[config.mk]
export PLATFORM = sky130hd
export DESIGN_NAME = prog_logic_fn_flat
export DESIGN_NICKNAME = d
export VERILOG_FILES = /design/src/rtl/prog_logic_fn_pkg.sv /design/src/rtl/prog_logic_fn_if.sv /design/src/rtl/prog_logic_fn_lut_shift_reg.sv /design/src/rtl/prog_logic_fn.sv /design/src/flat_wrapper.sv
export SDC_FILE = /design/constraint.sdc
export NUM_CORES = 1
export LEC_CHECK = 0
export CAP_MARGIN = 20
export CORE_UTILIZATION = 55
export CTS_BUF_LIST = sky130_fd_sc_hd__clkbuf_16
export DETAILED_ROUTE_END_ITERATION = 6
export PLACE_DENSITY = 0.73
export SYNTH_ARGS = -nofsm -noshare
export SYNTH_HDL_FRONTEND = slang
export SYNTH_SLANG_ARGS = --single-unit
[constraint.sdc]
create_clock -name clk -period 5.5 [get_ports clk]
set_input_delay 1.375 -clock clk [delete_from_list [all_inputs] [get_ports clk]]
set_output_delay 1.375 -clock clk [all_outputs]
set_load 0.03 [all_outputs]
[src/rtl/prog_logic_fn_pkg.sv]
// Shared types and limits for the programmable logic-function block.
// Latency: n/a (declarations only).
// Backpressure: n/a.
package prog_logic_fn_pkg;

    localparam int N_IN_MIN = 2;
    localparam int N_IN_MAX = 8;

    typedef enum logic [1:0] {
        ST_IDLE  = 2'd0,
        ST_LOAD  = 2'd1,
        ST_SWEEP = 2'd2,
        ST_DONE  = 2'd3
    } state_t;

    // Number of truth-table entries for an n-input function.
    function automatic int lut_depth(input int n);
        return 1 << n;
    endfunction

endpackage

[src/rtl/prog_logic_fn_if.sv]
// Bundles the evaluate, configuration and sweep handshakes of prog_logic_fn.
// Latency: n/a (wiring only).
// Backpressure: in_ready / cfg_ready are driven by the block (slave side).
interface prog_logic_fn_if #(
    parameter int N_IN = 4
);
    logic            in_valid;
    logic [N_IN-1:0] in_vec;
    logic            in_ready;
    logic            f;
    logic            f_valid;
    logic            cfg_start;
    logic            cfg_valid;
    logic            cfg_bit;
    logic            cfg_ready;
    logic            sweep_start;
    logic            sweep_done;
    logic [N_IN:0]   sweep_ones;

    modport master (
        output in_valid, in_vec, cfg_start, cfg_valid, cfg_bit, sweep_start,
        input  in_ready, f, f_valid, cfg_ready, sweep_done, sweep_ones
    );

    modport slave (
        input  in_valid, in_vec, cfg_start, cfg_valid, cfg_bit, sweep_start,
        output in_ready, f, f_valid, cfg_ready, sweep_done, sweep_ones
    );
endinterface

[src/rtl/prog_logic_fn_lut_shift_reg.sv]
// Serial shadow load of the truth table with a parallel commit to the active LUT.
// Latency: active LUT updates on the edge that accepts the last bit.
// Backpressure: none; the caller only asserts wr_i while the load is allowed.
module lut_shift_reg
    import prog_logic_fn_pkg::*;
#(
    parameter int                       N_IN     = 4,
    parameter logic [(1 << N_IN)-1:0]   LUT_INIT = '0
) (
    input  logic                      clk,
    input  logic                      rst_n,
    input  logic                      clr_i,
    input  logic                      wr_i,
    input  logic                      bit_i,
    output logic [(1 << N_IN)-1:0]    lut_o,
    output logic                      commit_o
);
    localparam int            DEPTH = lut_depth(N_IN);
    localparam logic [N_IN:0] LAST  = (N_IN + 1)'(DEPTH - 1);

    logic [N_IN:0]    cnt_q, cnt_d;
    logic [DEPTH-1:0] shadow_q, shadow_d;
    logic [DEPTH-1:0] lut_q, lut_d;

    // Write the incoming bit at the counter index; commit includes that final bit.
    always_comb begin
        shadow_d = shadow_q;
        cnt_d    = cnt_q;
        commit_o = 1'b0;
        if (clr_i) begin
            cnt_d = '0;
        end else if (wr_i) begin
            shadow_d[cnt_q[N_IN-1:0]] = bit_i;
            if (cnt_q == LAST) begin
                commit_o = 1'b1;
                cnt_d    = '0;
            end else begin
                cnt_d = cnt_q + 1'b1;
            end
        end
        lut_d = commit_o ? shadow_d : lut_q;
    end

    // Reset returns both copies to the power-up table and discards any partial load.
    always_ff @(posedge clk or negedge rst_n) begin
        if (!rst_n) begin
            cnt_q    <= '0;
            shadow_q <= LUT_INIT;
            lut_q    <= LUT_INIT;
        end else begin
            cnt_q    <= cnt_d;
            shadow_q <= shadow_d;
            lut_q    <= lut_d;
        end
    end

    assign lut_o = lut_q;

endmodule

[src/rtl/prog_logic_fn.sv]
// Programmable N_IN-input logic function with serial truth-table load and self-sweep.
// Latency: f / f_valid one cycle after an accepted vector; sweep result 2**N_IN+1 cycles after start.
// Backpressure: in_ready only in IDLE with no start pulse; cfg_ready only in LOAD.
module prog_logic_fn
    import prog_logic_fn_pkg::*;
#(
    parameter int                       N_IN     = 4,
    parameter logic [(1 << N_IN)-1:0]   LUT_INIT = '0
) (
    input  logic            clk,
    input  logic            rst_n,
    prog_logic_fn_if.slave  bus
);
    localparam int            DEPTH = lut_depth(N_IN);
    localparam logic [N_IN:0] LAST  = (N_IN + 1)'(DEPTH - 1);

    if (N_IN < N_IN_MIN || N_IN > N_IN_MAX) begin : g_bad_n_in
        $error("prog_logic_fn: N_IN outside supported range");
    end

    state_t           state_q;
    logic             f_q;
    logic             f_valid_q;
    logic             sweep_done_q;
    logic [N_IN:0]    sweep_cnt_q;
    logic [N_IN:0]    ones_q;
    logic [DEPTH-1:0] lut_w;
    logic             commit_w;
    logic             idle_w;
    logic             load_clr_w;
    logic             load_wr_w;

    assign idle_w     = (state_q == ST_IDLE);
    assign load_clr_w = idle_w & bus.cfg_start;
    assign load_wr_w  = (state_q == ST_LOAD) & bus.cfg_valid;

    lut_shift_reg #(
        .N_IN     (N_IN),
        .LUT_INIT (LUT_INIT)
    ) u_lut (
        .clk      (clk),
        .rst_n    (rst_n),
        .clr_i    (load_clr_w),
        .wr_i     (load_wr_w),
        .bit_i    (bus.cfg_bit),
        .lut_o    (lut_w),
        .commit_o (commit_w)
    );

    // Start pulses win over a vector in the same IDLE cycle, so withhold ready then.
    assign bus.in_ready  = idle_w & ~bus.cfg_start & ~bus.sweep_start;
    assign bus.cfg_ready = (state_q == ST_LOAD);

    // Control FSM with registered evaluate and sweep results.
    always_ff @(posedge clk or negedge rst_n) begin
        if (!rst_n) begin
            state_q      <= ST_IDLE;
            f_q          <= 1'b0;
            f_valid_q    <= 1'b0;
            sweep_done_q <= 1'b0;
            sweep_cnt_q  <= '0;
            ones_q       <= '0;
        end else begin
            f_valid_q    <= 1'b0;
            sweep_done_q <= 1'b0;
            case (state_q)
                ST_IDLE: begin
                    if (bus.cfg_start) begin
                        state_q <= ST_LOAD;
                    end else if (bus.sweep_start) begin
                        state_q     <= ST_SWEEP;
                        sweep_cnt_q <= '0;
                        ones_q      <= '0;
                    end else if (bus.in_valid) begin
                        f_q       <= lut_w[bus.in_vec];
                        f_valid_q <= 1'b1;
                    end
                end
                ST_LOAD: begin
                    if (commit_w) begin
                        state_q <= ST_IDLE;
                    end
                end
                ST_SWEEP: begin
                    ones_q      <= ones_q + {{N_IN{1'b0}}, lut_w[sweep_cnt_q[N_IN-1:0]]};
                    sweep_cnt_q <= sweep_cnt_q + 1'b1;
                    if (sweep_cnt_q == LAST) begin
                        state_q      <= ST_DONE;
                        sweep_done_q <= 1'b1;
                    end
                end
                ST_DONE: begin
                    state_q <= ST_IDLE;
                end
                default: begin
                    state_q <= ST_IDLE;
                end
            endcase
        end
    end

    assign bus.f          = f_q;
    assign bus.f_valid    = f_valid_q;
    assign bus.sweep_done = sweep_done_q;
    assign bus.sweep_ones = ones_q;

endmodule

[src/flat_wrapper.sv]
// flat-port wrapper written by rule: the top's interface ports become plain ports
module prog_logic_fn_flat import prog_logic_fn_pkg::*;
#(
    parameter int                       N_IN     = 4,
    parameter logic [(1 << N_IN)-1:0]   LUT_INIT = '0
)
  (clk, rst_n, bus_in_valid, bus_in_vec, bus_cfg_start, bus_cfg_valid, bus_cfg_bit, bus_sweep_start, bus_in_ready, bus_f, bus_f_valid, bus_cfg_ready, bus_sweep_done, bus_sweep_ones);
  prog_logic_fn_if #(.N_IN(N_IN)) bus_i ();
  input  logic clk;
  input  logic rst_n;
  input wire logic [$bits(bus_i.in_valid)-1:0] bus_in_valid;
  input wire logic [$bits(bus_i.in_vec)-1:0] bus_in_vec;
  input wire logic [$bits(bus_i.cfg_start)-1:0] bus_cfg_start;
  input wire logic [$bits(bus_i.cfg_valid)-1:0] bus_cfg_valid;
  input wire logic [$bits(bus_i.cfg_bit)-1:0] bus_cfg_bit;
  input wire logic [$bits(bus_i.sweep_start)-1:0] bus_sweep_start;
  output wire logic [$bits(bus_i.in_ready)-1:0] bus_in_ready;
  output wire logic [$bits(bus_i.f)-1:0] bus_f;
  output wire logic [$bits(bus_i.f_valid)-1:0] bus_f_valid;
  output wire logic [$bits(bus_i.cfg_ready)-1:0] bus_cfg_ready;
  output wire logic [$bits(bus_i.sweep_done)-1:0] bus_sweep_done;
  output wire logic [$bits(bus_i.sweep_ones)-1:0] bus_sweep_ones;
  assign bus_i.in_valid = bus_in_valid;
  assign bus_i.in_vec = bus_in_vec;
  assign bus_i.cfg_start = bus_cfg_start;
  assign bus_i.cfg_valid = bus_cfg_valid;
  assign bus_i.cfg_bit = bus_cfg_bit;
  assign bus_i.sweep_start = bus_sweep_start;
  assign bus_in_ready = bus_i.in_ready;
  assign bus_f = bus_i.f;
  assign bus_f_valid = bus_i.f_valid;
  assign bus_cfg_ready = bus_i.cfg_ready;
  assign bus_sweep_done = bus_i.sweep_done;
  assign bus_sweep_ones = bus_i.sweep_ones;
  prog_logic_fn #(.N_IN(N_IN), .LUT_INIT(LUT_INIT)) u_core (.clk(clk), .rst_n(rst_n), .bus(bus_i));
endmodule
==> run_results.csv, run 1 <==
group,metric,value,unit
timing,tightest_slew,852.9,ps
power,seq_power_share,49.6,%
detailed_routing,wire_per_inst,15.79,um
setup_path,crit_arrival,2950,ps
setup_path,endpoint_kind,"output port",
power,p_switching,280.2,uW
logic_synthesis,synth_edf_count,0,
final_layout,drive_above_1_share,14.11,%
logic_synthesis,synthTopCellsByArea,"dfrtp_1, o21ai_0, mux4_2",
logic_synthesis,yosys.area.top_type,"dfrtp_1",
clock_tree,cts_buffers,5,
logic_synthesis,yosys.area.top_type_share,50.50,%
setup_path,r2r-end,"u_core.bus.sweep_ones[4]$_DFFE_PN0P_",
worst_hold_path,hold_class,"reg2reg",
power,power_leakage,0.001280,uW
timing,tns,0,ps
grt,grt_usage,21.25,%
setup_path,cp.required,4120,ps
detailed_routing,drtIter0Drc,122,
setup_path,cp-endpoint,"bus_in_ready",
floorplanning,ios,21,
clock_tree,root_buffer,"clkbuf_16",
placed_design,dpl-instance-area,2720,sq um
timing,fmax,231.1,MHz
detailed_routing,wl,4626,um
floorplanning,dieArea,4871,sq um
placed_design,routabilityCongestion,0.7475,
clock_tree,clockBufferDepth,2,
power,internal_power,667.3,uW
status,outcome,"finished, final reports clean",
setup_path,critPathSlowestCell,"clkdlybuf4s50_1",
setup_path,start_kind,"primary input",
clock_tree,cts_setup_buffers,0,
detailed_routing,remaining_drc_errors,0,
final_layout,areaGrowthSynthToFinish,13.17,%
grt,grt_max_degree,52,
grt,grt_pass1_vias,1639,
detailed_routing,ant_nets,0,
setup_path,critPathMaxFanout,5,
worst_hold_path,hp-start,"u_core.bus.f$_DFFE_PN0P_",
worst_hold_path,worstHoldPathCells,2,
detailed_routing,route.vias.total,1718,
timing,finalHoldViolCount,0,
placed_design,dp_hpwl,3284,um
floorplanning,coreArea,4384,sq um
logic_synthesis,yosysSeqAreaShare,50.50,%
floorplanning,initial_core_util,57.65,%
detailed_routing,drtPass1Iterations,4,
grt,antenna_found_initial,0,
timing,timing.hold.ws,503.4,ps
placed_design,numPortBuffers,20,
setup_path,slowest_delay,740,ps
timing,rsz0062_at_grt,"false",
clock_tree,cts_hold_buf,0,
logic_synthesis,synthArstFlopShare,100.0,%
logic_synthesis,syn-cell-area,2527,sq um
clock_tree,clk_latency,280,ps
setup_path,crit_path_frequent_cell,"clkdlybuf4s50_1",
flow_run,max_cap_violations,0,
power,ir_drop,0.2166,mV
setup_path,worstPathCellList,"clkdlybuf4s50_1 -> nor4_2 -> clkdlybuf4s50_1",
setup_path,reg2regPathDepth,8,
power,comb_power_share,19.5,%
clock_tree,tritoncts,"yes",
grt,grt_pass1_wl,8004,um
floorplanning,die_w,69.79,um
grt,overflow,0,
logic_synthesis,syn_inst,225,
final_layout,fin_nets,259,
power,power_switching_share,29.57,%
final_layout,fin_util,65.24,%
setup_path,timing.rr.start,"u_core.sweep_cnt_q[0]$_DFFE_PN0P_",
timing,max-slew-margin-rel,43.14,%
floorplanning,die_h,69.79,um
timing,setup_viol,0,
logic_synthesis,synth-seq-cells,51,
setup_path,reg2reg_slack,2840,ps
timing,fin_skew,3.875,ps
timing,post-route-period-util,78.67,%
power,fin_total_pwr,947.5,uW
power,clockPowerShare,30.9,%
logic_synthesis,synth.distinct_cells,42,
logic_synthesis,synth_nets,244,
final_layout,final_area,2860,sq um
floorplanning,rows,24,
clock_tree,cts_sinks,51,
timing,maxSlewViolCount,0,
clock_tree,cts.htree.levels,2,
logic_synthesis,synth_ff_type,"dfrtp_1",
detailed_routing,via_per_inst,5.863,
timing,period_needed,4327,ps
setup_path,crit_start,"bus_cfg_start",
logic_synthesis,yosysWarnings,0,
clock_tree,ctsResizeCount,0,
setup_path,critPathKind,"in2out",
power,p_per_area,331.3,nW/um^2
clock_tree,clk_pin_slew,60,ps
final_layout,diodes,0,
logic_synthesis,avgSynthCellArea,11.23,sq um
==> cell type report <==
cell class / count / area, sq um
clock buffers: 5 / 125.1
clock inverters: 3 / 15.01
fillers: 366 / 1524
inverters: 6 / 22.52
multi-input cells: 155 / 1154
flip-flops and latches: 51 / 1276
well taps: 52 / 65.06
repair buffers: 21 / 202.7
==> worst min-delay path by stage <==
stage / end / slack (ps)
4_1_cts: u_core.u_lut.shadow_q[12]$_DFF_PN0_ / 510
5_1_grt: u_core.u_lut.shadow_q[14]$_DFF_PN0_ / 530
6_report: u_core.bus.f$_DFFE_PN0P_ / 500
2_1_floorplan: u_core.u_lut.lut_o[6]$_DFFE_PN0P_ / 460
3_3_place_gp: u_core.u_lut.shadow_q[14]$_DFF_PN0_ / 480
3_5_place_dp: u_core.u_lut.shadow_q[12]$_DFF_PN0_ / 490
==> critical path: cells and delay by family <==
kind                   cells  cell delay, ps
buffers and inverters      2            1200
and+or+nand+nor            1             370
==> power by group through the flow <==
stage / registers, uW / clock network (uW) / logic [uW]
5_1_grt: 477 / 314 / 212
3_3_place_gp: 475 / 0 / 182
4_1_cts: 470 / 301 / 187
2_1_floorplan: 459 / 0 / 141
3_5_place_dp: 477 / 0 / 187
6_report: 470 / 293 / 185
==> synth_stat cells, types with 2 or more instances <==
| master | n |
|---|---|
| nand3_1 | 4 |
| clkbuf_1 | 6 |
| o22ai_1 | 2 |
| nor2_1 | 7 |
| mux2i_1 | 2 |
| buf_4 | 2 |
| and2_1 | 2 |
| nand2_1 | 26 |
| buf_2 | 2 |
| ha_1 | 8 |
| nand4_1 | 4 |
| nand4b_1 | 2 |
| inv_1 | 6 |
| a21o_1 | 3 |
| mux2_2 | 11 |
| or2_2 | 2 |
| nor2b_1 | 2 |
| mux4_2 | 8 |
| nand3b_1 | 3 |
| nor3_1 | 2 |
| o21ai_0 | 36 |
| a31o_2 | 2 |
| nand2b_1 | 2 |
| a21oi_1 | 2 |
| a21boi_0 | 2 |
| a22o_1 | 5 |
| nor3b_1 | 2 |
| o311ai_0 | 2 |
| dfrtp_1 | 51 |
| buf_6 | 2 |
| or3_1 | 4 |
==> routing by layer <==
layer / wire length (um) / track usage, %
met1: 2307 / 32.61
met2: 2151 / 30.45
met3: 117 / 4.360
met4: 50 / 6.667
met5: 0 / 0
==> logic make-up (layout without fill, tap and decap cells) <==
logic type,after synthesis,count (layout),share of synthesized area (%)
multiplexers,22,22,13.42
XOR/XNOR,1,1,0.3466
flip-flops,51,51,50.49
AO/OA/AOI/OAI,57,57,13.47
adder cells (fa/ha/maj),8,8,3.961
buffers and inverters,19,35,3.861
AND/OR/NAND/NOR,67,67,14.46
==> state kept, by name, summed over array words and instances (netlist names) <==
signal / count
u_core.bus.sweep_done: 1
u_core.u_lut.shadow_q: 15
u_core.u_lut.cnt_q: 5
u_core.bus.f_valid: 1
u_core.bus.sweep_ones: 5
u_core.bus.f: 1
u_core.u_lut.lut_o: 16
u_core.state_q: 2
u_core.sweep_cnt_q: 5
==> layout by cell type (no fill, tap or decap), types with 3 or more instances in the layout <==
cell and n:
nand4_1 4, dfrtp_1 51, mux2_2 11, nand3b_1 3
a21o_1 3, a22o_1 5, ha_1 8, clkbuf_16 5
or3_1 4, inv_1 6, nor2_1 7, clkdlybuf4s50_1 19
nand2_1 26, nand3_1 4, o21ai_0 36, mux4_2 8
==> stage by stage <==
| stage | setup slack, ps | instances |
|---|---|---|
| 3_5_place_dp | 1157 | 285 |
| 6_report | 1173 | 293 |
| 4_1_cts | 1160 | 293 |
| 2_1_floorplan | 2101 | 225 |
| 5_1_grt | 1110 | 293 |
| 3_3_place_gp | 1166 | 285 |
Note: power is estimated with default switching activity, not from simulation.
==> run 2: changes to the inputs <==
Clock period 5.5 ns to 4.53 ns, I/O delays scaled along.
==> run 2 against run 1 <==
  * Clock skew increased by 2.6 ps
  * Count of clock-buffer cells in the layout unchanged
  * Sequential share of layout area decreased by 0.37 points
  * Non-clock buffer count unchanged
  * Combinational power increased by 22%
  * Register-to-register slack got worse by 950 ps
  * Final cell count unchanged
  * First-iteration DRC count decreased by 0.82%
  * Critical endpoint unchanged
  * Largest power group unchanged
==> run_results.csv, run 2 (same netlist as run 1, synthesis figures left out) <==
group,metric,value,unit
worst_hold_path,hold_class,"reg2reg",
timing,setup_viol,0,
worst_hold_path,hp-start,"u_core.u_lut.shadow_q[12]$_DFF_PN0_",
grt,antenna_found_initial,0,
placed_design,routabilityCongestion,0.7598,
setup_path,timing.rr.start,"u_core.sweep_cnt_q[0]$_DFFE_PN0P_",
final_layout,drive_above_1_share,14.52,%
worst_hold_path,worstHoldPathCells,1,
clock_tree,clk_latency,280,ps
floorplanning,ios,21,
final_layout,final_cell_mix,"dfrtp_1, o21ai_0, nand2_1",
clock_tree,cts_setup_buffers,0,
flow_run,max_cap_violations,0,
clock_tree,cts.htree.levels,2,
detailed_routing,drtPass1Iterations,4,
detailed_routing,wire_per_inst,16.27,um
floorplanning,coreArea,4384,sq um
final_layout,multiInputGateArea,1154,sq um
final_layout,largest_reg_flops,16,
timing,max-slew-margin-rel,43.56,%
detailed_routing,drtIter0Drc,121,
detailed_routing,ant_nets,0,
final_layout,fin_nets,259,
clock_tree,cts_buffers,5,
timing,period_needed,3845,ps
power,power_leakage,0.001297,uW
setup_path,critPathMaxFanout,5,
clock_tree,tritoncts,"yes",
timing,fin_skew,6.490,ps
clock_tree,ctsResizeCount,0,
final_layout,seq_area,1276,sq um
detailed_routing,wl,4767,um
timing,finalHoldViolCount,0,
timing,fmax,260.1,MHz
setup_path,reg2reg_slack,1890,ps
placed_design,dpl-instance-area,2720,sq um
grt,grt_pass1_vias,1639,
placed_design,numPortBuffers,20,
final_layout,fillers,354,
setup_path,crit_arrival,2710,ps
floorplanning,initial_core_util,57.65,%
detailed_routing,route.vias.total,1732,
detailed_routing,remaining_drc_errors,0,
placed_design,dp_cells,285,
setup_path,cp.required,3400,ps
floorplanning,die_h,69.79,um
final_layout,layout.cells.non_filler,293,
setup_path,start_kind,"primary input",
final_layout,final_common_cell,"dfrtp_1",
grt,overflow,0,
grt,grt_usage,21.15,%
floorplanning,die_w,69.79,um
final_layout,diodes,0,
setup_path,critPathKind,"in2out",
timing,tightest_slew,846.6,ps
timing,rsz0062_at_grt,"false",
timing,post-route-period-util,84.87,%
floorplanning,rows,24,
grt,grt_pass1_wl,7955,um
worst_hold_path,holdPathEnd,"u_core.u_lut.shadow_q[12]$_DFF_PN0_",
clock_tree,cts_sinks,51,
grt,grt_max_degree,52,
clock_tree,clk_pin_slew,70,ps
placed_design,dp_hpwl,3266,um
final_layout,final_area,2884,sq um
power,p_per_area,421.1,nW/um^2
clock_tree,clockBufferDepth,2,
clock_tree,cts_hold_buf,0,
status,outcome,"finished, final reports clean",
power,ir_drop,0.3103,mV
setup_path,reg2regPathDepth,8,
final_layout,areaGrowthSynthToFinish,14.11,%
power,fin_total_pwr,1215,uW
timing,maxSlewViolCount,0,
floorplanning,dieArea,4871,sq um
timing,tns,0,ps
clock_tree,root_buffer,"clkbuf_16",
detailed_routing,via_per_inst,5.911,
setup_path,endpoint_kind,"output port",
setup_path,r2r-end,"u_core.bus.sweep_ones[4]$_DFFE_PN0P_",
run 2: metrics by stage:
step / hold WS, ps / worst slack [ps] / utilization [%]
2_1_floorplan: 459.1 / 1616 / -
4_1_cts: 499.4 / 649.5 / 65.78
3_3_place_gp: 481.7 / 676.1 / 62.04
5_1_grt: 514.8 / 589.6 / 65.78
3_5_place_dp: 484.7 / 657.5 / 62.04
6_report: 502.0 / 685.3 / 65.78
run 2: how the worst max path moves through the flow:
stage	slack (ps)	startpoint	end	depth (start not counted)
detailed placement	660	bus_cfg_start	bus_in_ready	3
CTS	650	bus_cfg_start	bus_in_ready	3
floorplan	1620	bus_cfg_start	bus_in_ready	1
global route	590	bus_cfg_start	bus_in_ready	3
global placement	680	bus_cfg_start	bus_in_ready	3
finish	690	bus_cfg_start	bus_in_ready	3
run 2: layer usage:
metal | GRT usage [%] | wire, um
met1 | 28.97 | 2361
met2 | 32.91 | 2207
met3 | 5.087 | 150
met4 | 8.000 | 48
met5 | 0 | 0
run 2: area by class of cell:
type                    instances  area share [%]
flip-flops and latches         51           44.25
multi-input cells             155           40.00
repair buffers                 21           7.028
clock buffers                   5           4.338
well taps                      52           2.256
clock inverters                 3           1.345
inverters                       6          0.7809
run 2: report_power, final:
group	internal [uW]	switching, uW
clock network	258	161
registers	516	55.1
logic	93.3	132
total	867	347
run 2: worst max-delay path: stages:
cell and delay [ps]:
clkdlybuf4s50_1 470, nor4_2 370, clkdlybuf4s50_1 740
==> run 3: changes to the inputs <==
Clock period 4.53 ns to 3.6 ns, I/O delays scaled along.
==> run 3 against run 2 <==
  * Worst setup slack worse by 480 ps
  * Clock skew about the same
  * Global-route usage about the same
  * Final area about the same
  * Sequential power up 26%
  * Count of clock-buffer cells in the layout unchanged
  * Power up 25%
  * Critical endpoint unchanged
  * Largest power group unchanged
==> run_results.csv, run 3 (same netlist as run 1, synthesis figures left out) <==
group,metric,value,unit
status,outcome,"finished, final reports clean",
setup_path,start_kind,"primary input",
grt,overflow,0,
detailed_routing,route.vias.total,1741,
clock_tree,cts.htree.levels,2,
final_layout,largest_reg_flops,16,
detailed_routing,ant_nets,0,
timing,timing.hold.ws,499.1,ps
placed_design,dp_hpwl,3293,um
power,p_per_area,526.4,nW/um^2
final_layout,areaGrowthSynthToFinish,14.21,%
floorplanning,rows,24,
timing,fmax,294.3,MHz
detailed_routing,wl,4617,um
timing,finalHoldViolCount,0,
grt,grt_pass1_vias,1668,
final_layout,final_common_cell,"dfrtp_1",
timing,tightest_slew,880.4,ps
final_layout,fillers,356,
final_layout,final_area,2887,sq um
placed_design,dpl-instance-area,2728,sq um
grt,grt_pass1_wl,7948,um
clock_tree,cts_sinks,51,
clock_tree,ctsResizeCount,0,
setup_path,endpoint_kind,"output port",
setup_path,cp_top_family,"buffers and inverters",
grt,grt_max_degree,42,
final_layout,fin_nets,260,
clock_tree,cts_hold_buf,0,
clock_tree,clk_pin_slew,60,ps
timing,rsz0062_at_grt,"false",
timing,max-slew-margin-rel,41.31,%
clock_tree,tritoncts,"yes",
setup_path,critPathKind,"in2out",
detailed_routing,remaining_drc_errors,0,
clock_tree,clockBufferDepth,2,
setup_path,crit_arrival,2500,ps
detailed_routing,via_per_inst,5.942,
setup_path,critPathSlowestCell,"clkdlybuf4s50_1",
power,power_leakage,0.001301,uW
worst_hold_path,hold_class,"reg2reg",
clock_tree,root_buffer,"clkbuf_16",
timing,fin_skew,6.739,ps
timing,period_needed,3398,ps
final_layout,final_cell_mix,"dfrtp_1, o21ai_0, nand2_1",
setup_path,crit_path_frequent_cell,"clkdlybuf4s50_1",
clock_tree,clk_latency,290,ps
setup_path,worstPathCellList,"clkdlybuf4s50_1 -> nor4_2 -> clkdlybuf4s50_1",
final_layout,drive_above_1_share,14.52,%
detailed_routing,drtPass1Iterations,4,
clock_tree,cts_buffers,5,
floorplanning,die_w,69.79,um
detailed_routing,wire_per_inst,15.76,um
setup_path,slowest_delay,740,ps
timing,tns,0,ps
floorplanning,dieArea,4871,sq um
detailed_routing,drtIter0Drc,124,
timing,setup_viol,0,
clock_tree,cts_setup_buffers,0,
final_layout,diodes,0,
flow_run,max_cap_violations,0,
placed_design,routabilityCongestion,0.7726,
power,ir_drop,0.3641,mV
floorplanning,coreArea,4384,sq um
timing,post-route-period-util,94.40,%
floorplanning,initial_core_util,57.65,%
floorplanning,die_h,69.79,um
timing,maxSlewViolCount,0,
floorplanning,ios,21,
setup_path,cp.required,2700,ps
setup_path,critPathMaxFanout,5,
setup_path,path_buf_inv,2,
placed_design,numPortBuffers,20,
grt,antenna_found_initial,0,
grt,grt_usage,21.19,%
-- run 3: power breakdown --
group	total, uW	switching [uW]	internal, uW
Clock	515	193	321
Combinational	284	165	118
Sequential	721	71.1	650
-- run 3: area by class of cell --
| type | instances | area, sq um | share of cell area, % |
|---|---|---|---|
| clock buffer | 5 | 125.1 | 4.335 |
| sequential | 51 | 1276 | 44.21 |
| clock inverter | 2 | 33.78 | 1.170 |
| timing repair buffer | 22 | 210.2 | 7.282 |
| multi-input combinational | 155 | 1154 | 39.97 |
| tap | 52 | 65.06 | 2.254 |
| inverter | 6 | 22.52 | 0.7802 |
-- run 3: stage by stage --
| step | utilization (%) | std cells | power, uW | worst slack (ps) |
|---|---|---|---|---|
| after CTS | 65.84 | 293 | 1530 | 200.6 |
| after global placement | 62.21 | 286 | 1005 | 211.5 |
| final | 65.84 | 293 | 1520 | 201.7 |
| after floorplan | - | 225 | 916.6 | 1021 |
| after detailed placement | 62.21 | 286 | 1015 | 200.6 |
| after global routing | 65.84 | 293 | 1597 | 130.9 |
-- run 3: path summary, 6_finish.rpt --
path / end / cells past startpoint / slack [ps] / startpoint
max in group asynchronous: u_core.state_q[1]$_DFFE_PN0P_ / 2 / 2240 / rst_n
min reg2reg: u_core.u_lut.shadow_q[13]$_DFF_PN0_ / 1 / 500 / u_core.u_lut.shadow_q[13]$_DFF_PN0_
min: u_core.u_lut.shadow_q[13]$_DFF_PN0_ / 1 / 500 / u_core.u_lut.shadow_q[13]$_DFF_PN0_
max: bus_in_ready / 3 / 200 / bus_cfg_start
min in group asynchronous: u_core.u_lut.lut_o[0]$_DFFE_PN0P_ / 1 / 730 / rst_n
max reg2reg: u_core.bus.sweep_ones[4]$_DFFE_PN0P_ / 8 / 970 / u_core.sweep_cnt_q[0]$_DFFE_PN0P_
-- run 3: routing by layer --
layer	routed length, um	global-route usage [%]	vias to the layer above	part of all wire [%]
met4	62	6.667	0	1.3
li1	-	-	850	-
met3	180	6.250	8	3.9
met2	2133	32.91	29	46
met5	0	0	-	0
met1	2240	28.85	854	49
